==> src/rtl/iopipe_tx_chan_mux.sv <==
// -----------------------------------------------------------------------------
// iopipe_tx_chan_mux
//
// Egress multiplexer for the I/O-pipe path. Up to NUM_CHAN kernel write pipes
// present AVST beats; one channel at a time is granted round-robin and its
// beats are framed into a packet (sop/eop, channel ID) on a single AVST stream.
// A packet closes either when PKT_WORDS beats have been taken or when the
// granted source has been silent for IDLE_TIMEOUT cycles with a beat pending.
//
// Ports
//   clk         sole clock
//   reset_n     synchronous, active-low reset
//   in_valid    per-channel source valid            [NUM_CHAN]
//   in_data     per-channel data, chan i at [i*DATA_W +: DATA_W]
//   in_ready    per-channel ready, readyLatency 0   [NUM_CHAN]
//   tx_valid    egress valid
//   tx_data     egress data                         [DATA_W]
//   tx_sop      first beat of packet
//   tx_eop      last beat of packet
//   tx_chan     source channel of current packet    [CHAN_W]
//   tx_ready    egress ready, readyLatency 0
//   tx_pkt_cnt  packets emitted, wraps mod 2^32
// -----------------------------------------------------------------------------
module iopipe_tx_chan_mux #(
  parameter int NUM_CHAN     = 16,
  parameter int DATA_W       = 64,
  parameter int PKT_WORDS    = 8,
  parameter int IDLE_TIMEOUT = 32,
  parameter int CHAN_W       = $clog2(NUM_CHAN)
) (
  input  logic                       clk,
  input  logic                       reset_n,
  input  logic [NUM_CHAN-1:0]        in_valid,
  input  logic [NUM_CHAN*DATA_W-1:0] in_data,
  output logic [NUM_CHAN-1:0]        in_ready,
  output logic                       tx_valid,
  output logic [DATA_W-1:0]          tx_data,
  output logic                       tx_sop,
  output logic                       tx_eop,
  output logic [CHAN_W-1:0]          tx_chan,
  input  logic                       tx_ready,
  output logic [31:0]                tx_pkt_cnt
);

  typedef enum logic {S_IDLE, S_STREAM} state_t;

  localparam logic [7:0]      PKT_WORDS_C = 8'(PKT_WORDS);
  localparam logic [15:0]     TIMEOUT_C   = 16'(IDLE_TIMEOUT);
  localparam logic [CHAN_W:0] NUM_CHAN_C  = (CHAN_W+1)'(NUM_CHAN);
  localparam logic [CHAN_W-1:0] LAST_CHAN = CHAN_W'(NUM_CHAN - 1);

  state_t              state_q, state_d;
  logic [CHAN_W-1:0]   rr_ptr_q, rr_ptr_d;
  logic [CHAN_W-1:0]   chan_q, chan_d;
  logic [DATA_W-1:0]   hold_q, hold_d;
  logic                hold_v_q, hold_v_d;
  logic [7:0]          beat_cnt_q, beat_cnt_d;
  logic [15:0]         idle_cnt_q, idle_cnt_d;
  logic                closing_q, closing_d;
  logic                sop_pend_q, sop_pend_d;
  logic [31:0]         pkt_cnt_q, pkt_cnt_d;

  // Per-channel data unpacked so the granted channel can be selected by index.
  logic [DATA_W-1:0]   in_data_arr [NUM_CHAN];
  // Channel index visited at each search offset from rr_ptr, already wrapped.
  logic [CHAN_W:0]     wrap_idx [NUM_CHAN];

  logic                grant_found;
  logic [CHAN_W-1:0]   grant_idx;
  logic                in_valid_g;
  logic [DATA_W-1:0]   in_data_g;
  logic                rdy_g;
  logic                load;
  logic                len_done;
  logic                tx_accept;
  logic                eop_accept;

  for (genvar gi = 0; gi < NUM_CHAN; gi++) begin : g_chan
    logic [CHAN_W:0] sum;
    assign in_data_arr[gi] = in_data[gi*DATA_W +: DATA_W];
    assign sum             = {1'b0, rr_ptr_q} + (CHAN_W+1)'(gi);
    assign wrap_idx[gi]    = (sum >= NUM_CHAN_C) ? (sum - NUM_CHAN_C) : sum;
    assign in_ready[gi]    = rdy_g && (chan_q == CHAN_W'(gi));
  end

  // Round-robin search: walk offsets from the far end down so the smallest
  // offset from rr_ptr with a valid source wins.
  always_comb begin
    grant_found = 1'b0;
    grant_idx   = '0;
    for (int k = NUM_CHAN - 1; k >= 0; k--) begin
      if (in_valid[wrap_idx[k][CHAN_W-1:0]]) begin
        grant_found = 1'b1;
        grant_idx   = wrap_idx[k][CHAN_W-1:0];
      end
    end
  end

  assign in_valid_g = in_valid[chan_q];
  assign in_data_g  = in_data_arr[chan_q];
  assign len_done   = (beat_cnt_q == PKT_WORDS_C);

  assign rdy_g      = (state_q == S_STREAM) && !closing_q &&
                      (beat_cnt_q < PKT_WORDS_C) && (!hold_v_q || tx_ready);
  assign load       = in_valid_g && rdy_g;

  // A held beat is only offered when its eop status is known: either the
  // packet is closing, or another beat is already waiting behind it.
  assign tx_valid   = hold_v_q && (len_done || closing_q || in_valid_g);
  assign tx_eop     = hold_v_q && (len_done || closing_q);
  assign tx_sop     = sop_pend_q && tx_valid;
  assign tx_data    = hold_q;
  assign tx_chan    = chan_q;
  assign tx_pkt_cnt = pkt_cnt_q;

  assign tx_accept  = tx_valid && tx_ready;
  assign eop_accept = tx_accept && tx_eop;

  always_comb begin
    state_d    = state_q;
    rr_ptr_d   = rr_ptr_q;
    chan_d     = chan_q;
    hold_d     = hold_q;
    hold_v_d   = hold_v_q;
    beat_cnt_d = beat_cnt_q;
    idle_cnt_d = idle_cnt_q;
    closing_d  = closing_q;
    sop_pend_d = sop_pend_q;
    pkt_cnt_d  = pkt_cnt_q;
    case (state_q)
      S_IDLE: begin
        if (grant_found) begin
          chan_d     = grant_idx;
          rr_ptr_d   = (grant_idx == LAST_CHAN) ? '0 : grant_idx + 1'b1;
          sop_pend_d = 1'b1;
          state_d    = S_STREAM;
        end
      end
      S_STREAM: begin
        if (load) begin
          hold_d     = in_data_g;
          hold_v_d   = 1'b1;
          beat_cnt_d = beat_cnt_q + 8'd1;
          idle_cnt_d = '0;
        end else if (hold_v_q && !in_valid_g && !closing_q) begin
          // Closing is raised one cycle after the count reaches the limit,
          // so a beat arriving in that cycle still extends the packet.
          if (idle_cnt_q == TIMEOUT_C) closing_d = 1'b1;
          else                         idle_cnt_d = idle_cnt_q + 16'd1;
        end
        if (tx_accept) sop_pend_d = 1'b0;
        if (eop_accept) begin
          hold_v_d   = 1'b0;
          beat_cnt_d = '0;
          closing_d  = 1'b0;
          idle_cnt_d = '0;
          pkt_cnt_d  = pkt_cnt_q + 32'd1;
          state_d    = S_IDLE;
        end
      end
      default: state_d = S_IDLE;
    endcase
  end

  always_ff @(posedge clk) begin
    if (!reset_n) begin
      state_q    <= S_IDLE;
      rr_ptr_q   <= '0;
      chan_q     <= '0;
      hold_q     <= '0;
      hold_v_q   <= 1'b0;
      beat_cnt_q <= '0;
      idle_cnt_q <= '0;
      closing_q  <= 1'b0;
      sop_pend_q <= 1'b0;
      pkt_cnt_q  <= '0;
    end else begin
      state_q    <= state_d;
      rr_ptr_q   <= rr_ptr_d;
      chan_q     <= chan_d;
      hold_q     <= hold_d;
      hold_v_q   <= hold_v_d;
      beat_cnt_q <= beat_cnt_d;
      idle_cnt_q <= idle_cnt_d;
      closing_q  <= closing_d;
      sop_pend_q <= sop_pend_d;
      pkt_cnt_q  <= pkt_cnt_d;
    end
  end

endmodule

==> config.mk <==
export PLATFORM = sky130hd
export DESIGN_NAME = iopipe_tx_chan_mux
export DESIGN_NICKNAME = d
export VERILOG_FILES = /design/src/rtl/iopipe_tx_chan_mux.sv
export SDC_FILE = /design/constraint.sdc
export NUM_CORES = 1
export LEC_CHECK = 0
export CAP_MARGIN = 20
export CORE_AREA = 10 10 445 447
export CTS_CLUSTER_DIAMETER = 150
export DETAILED_ROUTE_END_ITERATION = 16
export DIE_AREA = 0 0 455 457
export GPL_ROUTABILITY_DRIVEN = 0
export PLACE_DENSITY = 0.39
export SYNTH_ARGS = -nofsm -noshare
export SYNTH_HDL_FRONTEND = slang
export SYNTH_SLANG_ARGS = --single-unit
==> constraint.sdc <==
create_clock -name clk -period 7.7 [get_ports clk]
set_input_delay 0.77 -clock clk [delete_from_list [all_inputs] [get_ports clk]]
set_output_delay 0.77 -clock clk [all_outputs]
set_load 0.02 [all_outputs]
Yosys cells after proc, flatten, opt, wreduce, memory -nomap -nowiden
Cells that the tools add are included.
- bits in registers: 132
- input bits: 1043
- output and inout bits: 119
- logic and storage cells: 253
- $add $sub $neg: 35
- $lt $le $gt $ge: 35
- equality and inequality tests: 22
- multiplexer cells: 104
- bitwise logic cells: 2
- reduce and logical (&&, ||, !) cells: 45
- operators by type and width (kind ; number):
    $bmux 64 s4 ; 1
    $mux 4 ; 33
    $mux 64 ; 2
    $lt 4x5->1 const B ; 17
    $ge 5x5->1 const B ; 16
    $bmux 1 s4 ; 17
    $mux 16 ; 4
    $sub 4x1->4 const B ; 16
    $mux 1 ; 43
    $add 4x4->5 const B ; 8
    $eq 4x4->1 const B ; 9
    $add 32x1->32 const B ; 1
    $logic_and 1x1->1 ; 27
    $add 4x3->5 const B ; 4
    $add 16x1->16 const B ; 1
    $eq 16x6->1 const B ; 1
    $eq 4x3->1 const B ; 4
    $mux 8 ; 2
    $add 4x2->5 const B ; 2
    $reduce_and 2->1 ; 5
    $add 8x1->8 const B ; 1
    $eq 4x2->1 const B ; 2
    $eq 8x4->1 const B ; 1
    $lt 8x4->1 const B ; 1
    other kinds (17) ; 25

Longest topological paths before layout
Gate-level depths: netlist (run 1).
- word-level depth: 23
- gate-level depth with buffers: 18
- mapped depth without buffers: 13

Worst setup path after synthesis (run 1)
Ideal clock, no wire load.
- path kind: register to register
- from: reg rr_ptr_q[1]
- to: reg rr_ptr_q[3]
- setup time: 122 ps
- data arrival time: 4459 ps
- slack: 3118 ps
- cell stages (with the launch flop): 17
- path buffers: 4
- period minus slack after synthesis: 4582 ps
- path through: dfxtp_1 > buf_2 > buf_4 > buf_1 > inv_1 > ha_1 > buf_6 > mux2_1 > mux4_2 > mux2_2 > nor3b_2 > or4b_1 > o31a_1 > o21ai_1 > nor4_1 > a31oi_1 > nand3b_1
- longest elaborated chain between the ends: 23
- ends and longest elaborated chain (what ; RTL line ; text):
    from (decl) ; 53 ; logic [CHAN_W-1:0] rr_ptr_q, rr_ptr_d;
    from (signal assigned) ; 179 ; rr_ptr_q <= rr_ptr_d;
    $add 4x4->5 ; 81 ; assign sum = {1'b0, rr_ptr_q} + (CHAN_W+1)'(gi);
    $sub 4x1->4 or $ge 5x5->1 (tied branches) ; 82 ; assign wrap_idx[gi] = (sum >= NUM_CHAN_C) ? (sum - NUM_CHAN_C) : sum;
    $mux 4 ; 82 ;
    $bmux 1 s4 ; 92 ; if (in_valid[wrap_idx[k][CHAN_W-1:0]]) begin
    $mux 1 (implied by the code) ; 92 ;
    $mux 4 (16 in series) ; 92 ;
    $add 4x1->4 or $eq 4x4->1 (tied branches) ; 134 ; rr_ptr_d = (grant_idx == LAST_CHAN) ? '0 : grant_idx + 1'b1;
    $mux 4 ; 134 ;
Parallel ways exist; a longest one is shown, timed or not. The select of a mux whose other input is x is not followed.
A chain may end at the register's enable or synchronous reset.

Worst setup path in the final report (run 1)
Ends and elaborated chain as after synthesis.

==> summary.md, run 1 <==
| Metric | Value |
|---|---|
| Layout area overhead | 99.15% |
| Maximum clock rate | 0.1991 GHz |
| Vias per Instance | 3.791 |
| Clock sinks | 132 |
| Status | finished, final reports clean |
| Leak Pwr | 9.384 nW |
| Layout cell share with drive strength beyond 1 | 0.1856 |
| Vias post-DR | 18,856 |
| Slew Limit Fails | 0 |
| Pre-CTS WS | 2.691 ns |
| Root Driver | clkbuf_16 |
| Synth Flop Type | dfxtp_1 |
| Post-synth ARST share | 0 |
| Startpoint Class | flop |
| Final Net Count | 3,463 |
| CP endpoint kind | flop |
| CTS tree | done |
| Die width | 455 um |
| Syn Nets | 2,383 |
| Count of buffers from port buffering | 1,161 |
| Hold buffers post-CTS | 0 |
| Detailed Route Iter0 Violations | 1,818 |
| PwrDens | 267.4 mW/mm2 |
| # setup viols final | 0 |
| Flops & latches, synth | 132 |
| CP arrival | 5.42 ns |
| Slew margin rel. | 0.1739 |
| Synth warn | 0 |
| Post-cts sizing count | 0 |
| First-pass GRT wire length | 233,800 um |
| WS Path Type | reg -> reg |
| Worst EP required | 8.10 ns |
| Period utilization | 0.6522 |
| HP Class | reg -> reg |
| Post-Syn Instances | 1,327 |
| Total CTS buffers | 17 |
| Pin count of the biggest net entering global routing | 122 |
| Core ar. | 0.1892 mm2 |
| Peak supply drop | 0.2054 mV |
| Fin Hold WS | 0.4554 ns |
| Worst Max-Slew Pin Slew | 1.239 ns |
| Clk_lat worst skew | 0.53 ns |
| # DRC | 0 |
| MaxCap Viol Count | 0 |
| Setup_tns | 0 ns |
| Worst setup slack after layout | 2.678 ns |
| Seq/Total Area, Yosys | 0.1723 |
| Max incr delay on CP | 0.80 ns |
| Crit-path cells | buf_4 > inv_1 > ha_1 > mux4_2 > mux2_2 > a211o_1 > o41a_1 > a32o_1 > o31ai_1 > nor4_1 > a31oi_1 > nand3b_1 |
| Final Hold Fails | 0 |
| H-tree levels | 4 |
| Post-synthesis cell type count | 67 |
| Clock Skew | 0.02645 ns |
| Wire length per cell | 38.40 um |
| Mapped Avg Cell Area | 11.56 um2 |
| Fin crit period | 5.022 ns |
| Io pins | 1,162 |
| Cell Rows | 160 |
| Post-CTS Setup Bufs | 0 |
| Initial Util | 0.08106 |
| EDFF count, synth | 0 |
| Clock buffer depth | 2 |
| DP HPWL | 170,200 um |
| Crit Path Max Fanout | 32 |
| Router iterations before antenna repair | 5 |
| Die area | 0.2079 mm2 |
| Slowest-stage cell, CP | ha_1 |
| DRT antenna net count | 0 |
| Post-synth top area share | 0.5228 |
| Unrepaired setup endpoints after global routing | no |
| Design area | 0.03054 mm2 |
| Initial antenna violation count | 173 |
| Vias in the first global route | 18,829 |
| Cell taking the most area after synthesis | mux4_2 |
| Grt ovf | 0 |
| Total GRT Usage | 0.1763 |
| WL final | 191,000 um |
| Area after DPL | 0.02985 mm2 |
| Die height | 457 um |
| Mapped cell area | 0.01534 mm2 |
| Synth top area cells | mux4_2 52%, dfxtp_1 17%, nand2_1 4.4%, a21oi_1 3.1%, nor2_1 2.1% |
| Worst-path clk slew | 0.09 ns |
## Yosys cell counts, types with 6 or more instances
cell type / number
mux2i_1: 32
buf_1: 29
nor3_1: 8
nand4_1: 12
nor4_1: 6
dfxtp_1: 132
xor2_1: 30
nor2b_1: 8
nand3_1: 23
mux4_2: 356
xnor2_1: 18
o211ai_1: 6
clkbuf_1: 84
inv_1: 21
mux2_2: 21
a21oi_1: 94
or3_1: 13
a31oi_1: 8
ha_1: 13
nand2_1: 179
and3_1: 18
and2_1: 11
o21ai_0: 27
nor2_1: 86
buf_2: 7
## per-stage QoR
stage                     cells    util  total power [mW]
after floorplan            1327       -             4.580
after global placement     4897  0.1577             7.352
after detailed placement   4898  0.1578             7.358
after CTS                  4929  0.1608             8.353
after global routing       4940  0.1610             8.630
final                      4974  0.1614             8.168
## power breakdown
part	total, mW	switching [mW]	internal, mW
clock network	0.910	0.428	0.482
registers	1.04	0.226	0.816
logic	6.22	3.30	2.91
total	8.17	3.96	4.21
## layer usage
metal / GRT usage / vias to the layer above / wire, um
met5: 0 / - / 713
met3: 0.08576 / 241 / 24150
met2: 0.2943 / 1058 / 91960
met4: 0.02861 / 112 / 2420
li1: - / 7630 / -
met1: 0.2062 / 9815 / 71770
## cell type report
cell class | count | area (um2)
tap | 2511 | 3142
sequential | 132 | 2655
antenna | 44 | 110.1
clock buffer | 19 | 442.9
inverter | 23 | 96.34
clock inverter | 12 | 128.9
multi-input combinational | 1049 | 12130
timing repair buffer | 1184 | 11840
fill | 21099 | 158600
## flip-flops by register name, summed over array words and instances (netlist names)
signal	cells
tx_data	64
closing_q	1
beat_cnt_q	8
tx_pkt_cnt	32
hold_v_q	1
idle_cnt_q	16
tx_chan	4
rr_ptr_q	4
state_q	1
sop_pend_q	1
## critical path: cells and delay by family, from the launching register on
kind	cells	cell delay, ns
compound gates	5	1.99
buf+inv	2	0.65
mux	2	0.91
simple gates	2	0.21
flops	1	0.32
fa+ha+maj	1	0.80
## cells by family after synthesis
family	synth area share
and+or+nand+nor	0.1144
xor gates and xnor gates	0.02741
DFF	0.1723
buffers and inverters	0.03753
AOI/OAI and AO/OA	0.07424
muxes	0.5635
adders and majority gates	0.01061
## final timing paths
path | start | to | slack, ns | cells after the start
setup reg to reg | rr_ptr_q[1] | rr_ptr_q[3] | 2.68 | 12
hold / removal | tx_data[1] | tx_data[1] | 0.46 | 2
hold reg to reg | tx_data[1] | tx_data[1] | 0.46 | 2
setup / recovery | rr_ptr_q[1] | rr_ptr_q[3] | 2.68 | 12
## placed cells by master, fill, tap and decap left out, types with 19 or more instances in the layout
| cell type | count |
|---|---|
| a21oi_1 | 94 |
| buf_4 | 20 |
| clkdlybuf4s50_1 | 1161 |
| dfxtp_1 | 128 |
| diode_2 | 44 |
| inv_1 | 19 |
| mux2_2 | 21 |
| mux2i_1 | 32 |
| mux4_2 | 356 |
| nand2_1 | 178 |
| nand3_1 | 23 |
| nor2_1 | 86 |
| o21ai_0 | 27 |
| xor2_1 | 30 |
Power figures use the tool's default switching activity.
==> run 2: changes to the inputs <==
CORE_AREA = 10 10 450 452   (was 10 10 445 447)
DIE_AREA = 0 0 460 462   (was 0 0 455 457)
clock period = 5.1 ns   (was 7.7 ns; I/O delays follow)
==> run 2 against run 1 <==
Worst hold slack improved by 0.00074 ns. Sequential cell count is the same. Combinational power is 55% higher. Sequential share of layout area decreased by 0.063 points. Clock skew decreased by 0.0044 ns. Wire length shrank 3.2%. Total power up 52%. Highest routed layer unchanged. Cell count is 1.6% higher. Largest power group unchanged.
==> summary.md, run 2 (synthesized netlist as in run 1, its figures left out) <==
| Metric | Value |
|---|---|
| Status | finished, final reports clean |
| Maximum clock rate | 0.2268 GHz |
| CP endpoint kind | flop |
| Core ar. | 0.1938 mm2 |
| Die height | 462 um |
| Worst reg2reg endpoint | rr_ptr_q[3] |
| Tot Pwr | 12.43 mW |
| Initial antenna violation count | 205 |
| DRT antenna net count | 0 |
| Io pins | 1,162 |
| Grt ovf | 0 |
| Cell Rows | 162 |
| Final Hold Fails | 0 |
| Peak supply drop | 0.2244 mV |
| H-tree levels | 4 |
| WL final | 184,800 um |
| PwrDens | 404.3 mW/mm2 |
| Fin Hold WS | 0.4561 ns |
| Startpoint Class | flop |
| CP endpoint | rr_ptr_q[3] |
| Die width | 460 um |
| Busiest grt layer | met2 |
| Die area | 0.2125 mm2 |
| Worst setup slack after layout | 0.6904 ns |
| Worst R2R Start | rr_ptr_q[1] |
| # setup viols final | 0 |
| HP Class | reg -> reg |
| Clock buffer depth | 2 |
| Clk_lat worst skew | 0.51 ns |
| Clock sinks | 132 |
| Vias post-DR | 19,049 |
| First-pass GRT wire length | 223,300 um |
| Router iterations before antenna repair | 5 |
| Initial Util | 0.07914 |
| Wire length per cell | 36.57 um |
| Vias per Instance | 3.769 |
| # DRC | 0 |
| Worst Setup SP | rr_ptr_q[1] |
| Total GRT Usage | 0.1645 |
| Post-cts sizing count | 0 |
| Total CTS buffers | 17 |
| FF-to-FF path depth | 16 |
| Period utilization | 0.8646 |
| DP HPWL | 165,800 um |
| WS Path Type | reg -> reg |
| Leak Pwr | 9.442 nW |
| Post-CTS Setup Bufs | 0 |
| Unrepaired setup endpoints after global routing | no |
| Slew Limit Fails | 0 |
| Max reg flops | 64 |
| Worst-path clk slew | 0.06 ns |
| Final Net Count | 3,476 |
| CP arrival | 4.84 ns |
| CTS tree | done |
| Pin count of the biggest net entering global routing | 78 |
| Met1 Usage GRT | 0.1841 |
| Reg2Reg Setup Slack | 0.69 ns |
| Commonest non-fill, non-tap cell in the layout | clkdlybuf4s50_1 |
| Pre-CTS WS | 0.7371 ns |
| Slew margin rel. | 0.3063 |
| Count of buffers from port buffering | 1,161 |
| Detailed Route Iter0 Violations | 1,906 |
| Met3 usage | 0.09780 |
| Layout cell share with drive strength beyond 1 | 0.1903 |
| Met2 Use GR | 0.2596 |
| Clock Skew | 0.02206 ns |
| Root Driver | clkbuf_16 |
| Setup_tns | 0 ns |
| Hold buffers post-CTS | 0 |
| Vias in the first global route | 18,873 |
| Most frequent cells in the layout | 1,161 x clkdlybuf4s50_1, 356 x mux4_2, 178 x nand2_1 |
| Worst Max-Slew Pin Slew | 1.041 ns |
| Worst EP required | 5.53 ns |
| Layout area overhead | 100.5% |
| Fin crit period | 4.410 ns |
| MaxCap Viol Count | 0 |
| Crit Path Max Fanout | 18 |
-- run 2: cell count changes in the layout (fill, tap and decap cells not counted), sizes merged --
| cell | before | now |
|---|---|---|
| clkinv | 3 | 2 |
| bufinv | 2 | 0 |
| inv | 26 | 32 |
| clkinvlp | 4 | 3 |
| diode | 44 | 79 |
| clkbuf | 19 | 18 |
| buf | 23 | 36 |
-- run 2: worst min path at each step --
| stage | startpoint | end | slack [ns] | depth (start not counted) |
|---|---|---|---|---|
| 6_report | tx_data[26] | tx_data[26] | 0.46 | 2 |
| 5_1_grt | tx_data[42] | tx_data[42] | 0.47 | 2 |
| 4_1_cts | tx_data[20] | tx_data[20] | 0.46 | 2 |
| 3_5_place_dp | tx_data[20] | tx_data[20] | 0.45 | 2 |
| 3_3_place_gp | tx_data[37] | tx_data[37] | 0.44 | 2 |
| 2_1_floorplan | beat_cnt_q[3] | beat_cnt_q[3] | 0.45 | 2 |
-- run 2: per-layer routing --
| layer | routed length [um] | vias to the layer above |
|---|---|---|
| li1 | - | 7707 |
| met1 | 67400 | 9616 |
| met2 | 85740 | 1325 |
| met3 | 26260 | 279 |
| met4 | 4559 | 122 |
| met5 | 866 | - |
-- run 2: worst max-delay path: stages (launching register included) --
cell       delay [ns]
dfxtp_1          0.33
inv_1            0.04
buf_4            0.15
ha_1             0.73
buf_4            0.37
mux2i_1          0.14
mux4_2           0.54
mux2i_1          0.22
buf_4            0.19
nor2_1           0.04
or3_1            0.35
a211oi_1         0.23
a2bb2oi_1        0.27
nor2_1           0.10
ha_1             0.24
a2111oi_0        0.24
nand3b_1         0.15
-- run 2: layout make-up --
class / instances / area (um2)
Tap cell: 2542 / 3181
Clock inverter: 14 / 115.1
Antenna cell: 79 / 197.7
Timing Repair Buffer: 1197 / 11940
Multi-Input combinational cell: 1049 / 12130
Inverter: 23 / 96.34
Sequential cell: 132 / 2654
Fill cell: 21726 / 163000
Clock buffer: 18 / 439.2
-- run 2: stage by stage --
| step | instance area (um2) | utilization | std cells |
|---|---|---|---|
| 2_1_floorplan | 15340 | - | 1327 |
| 3_3_place_gp | 30000 | 0.1548 | 4943 |
| 3_5_place_dp | 30000 | 0.1548 | 4943 |
| 4_1_cts | 30550 | 0.1577 | 4975 |
| 5_1_grt | 30620 | 0.1580 | 5001 |
| 6_report | 30750 | 0.1587 | 5054 |
-- run 2: report_power, final --
part	internal [mW]	switching [mW]	total [mW]	leakage [nW]
Sequential	1.23	0.266	1.50	1.07
Clock	0.646	0.619	1.27	0.268
Combinational	4.47	5.19	9.67	8.10
Total	6.35	6.08	12.4	9.44
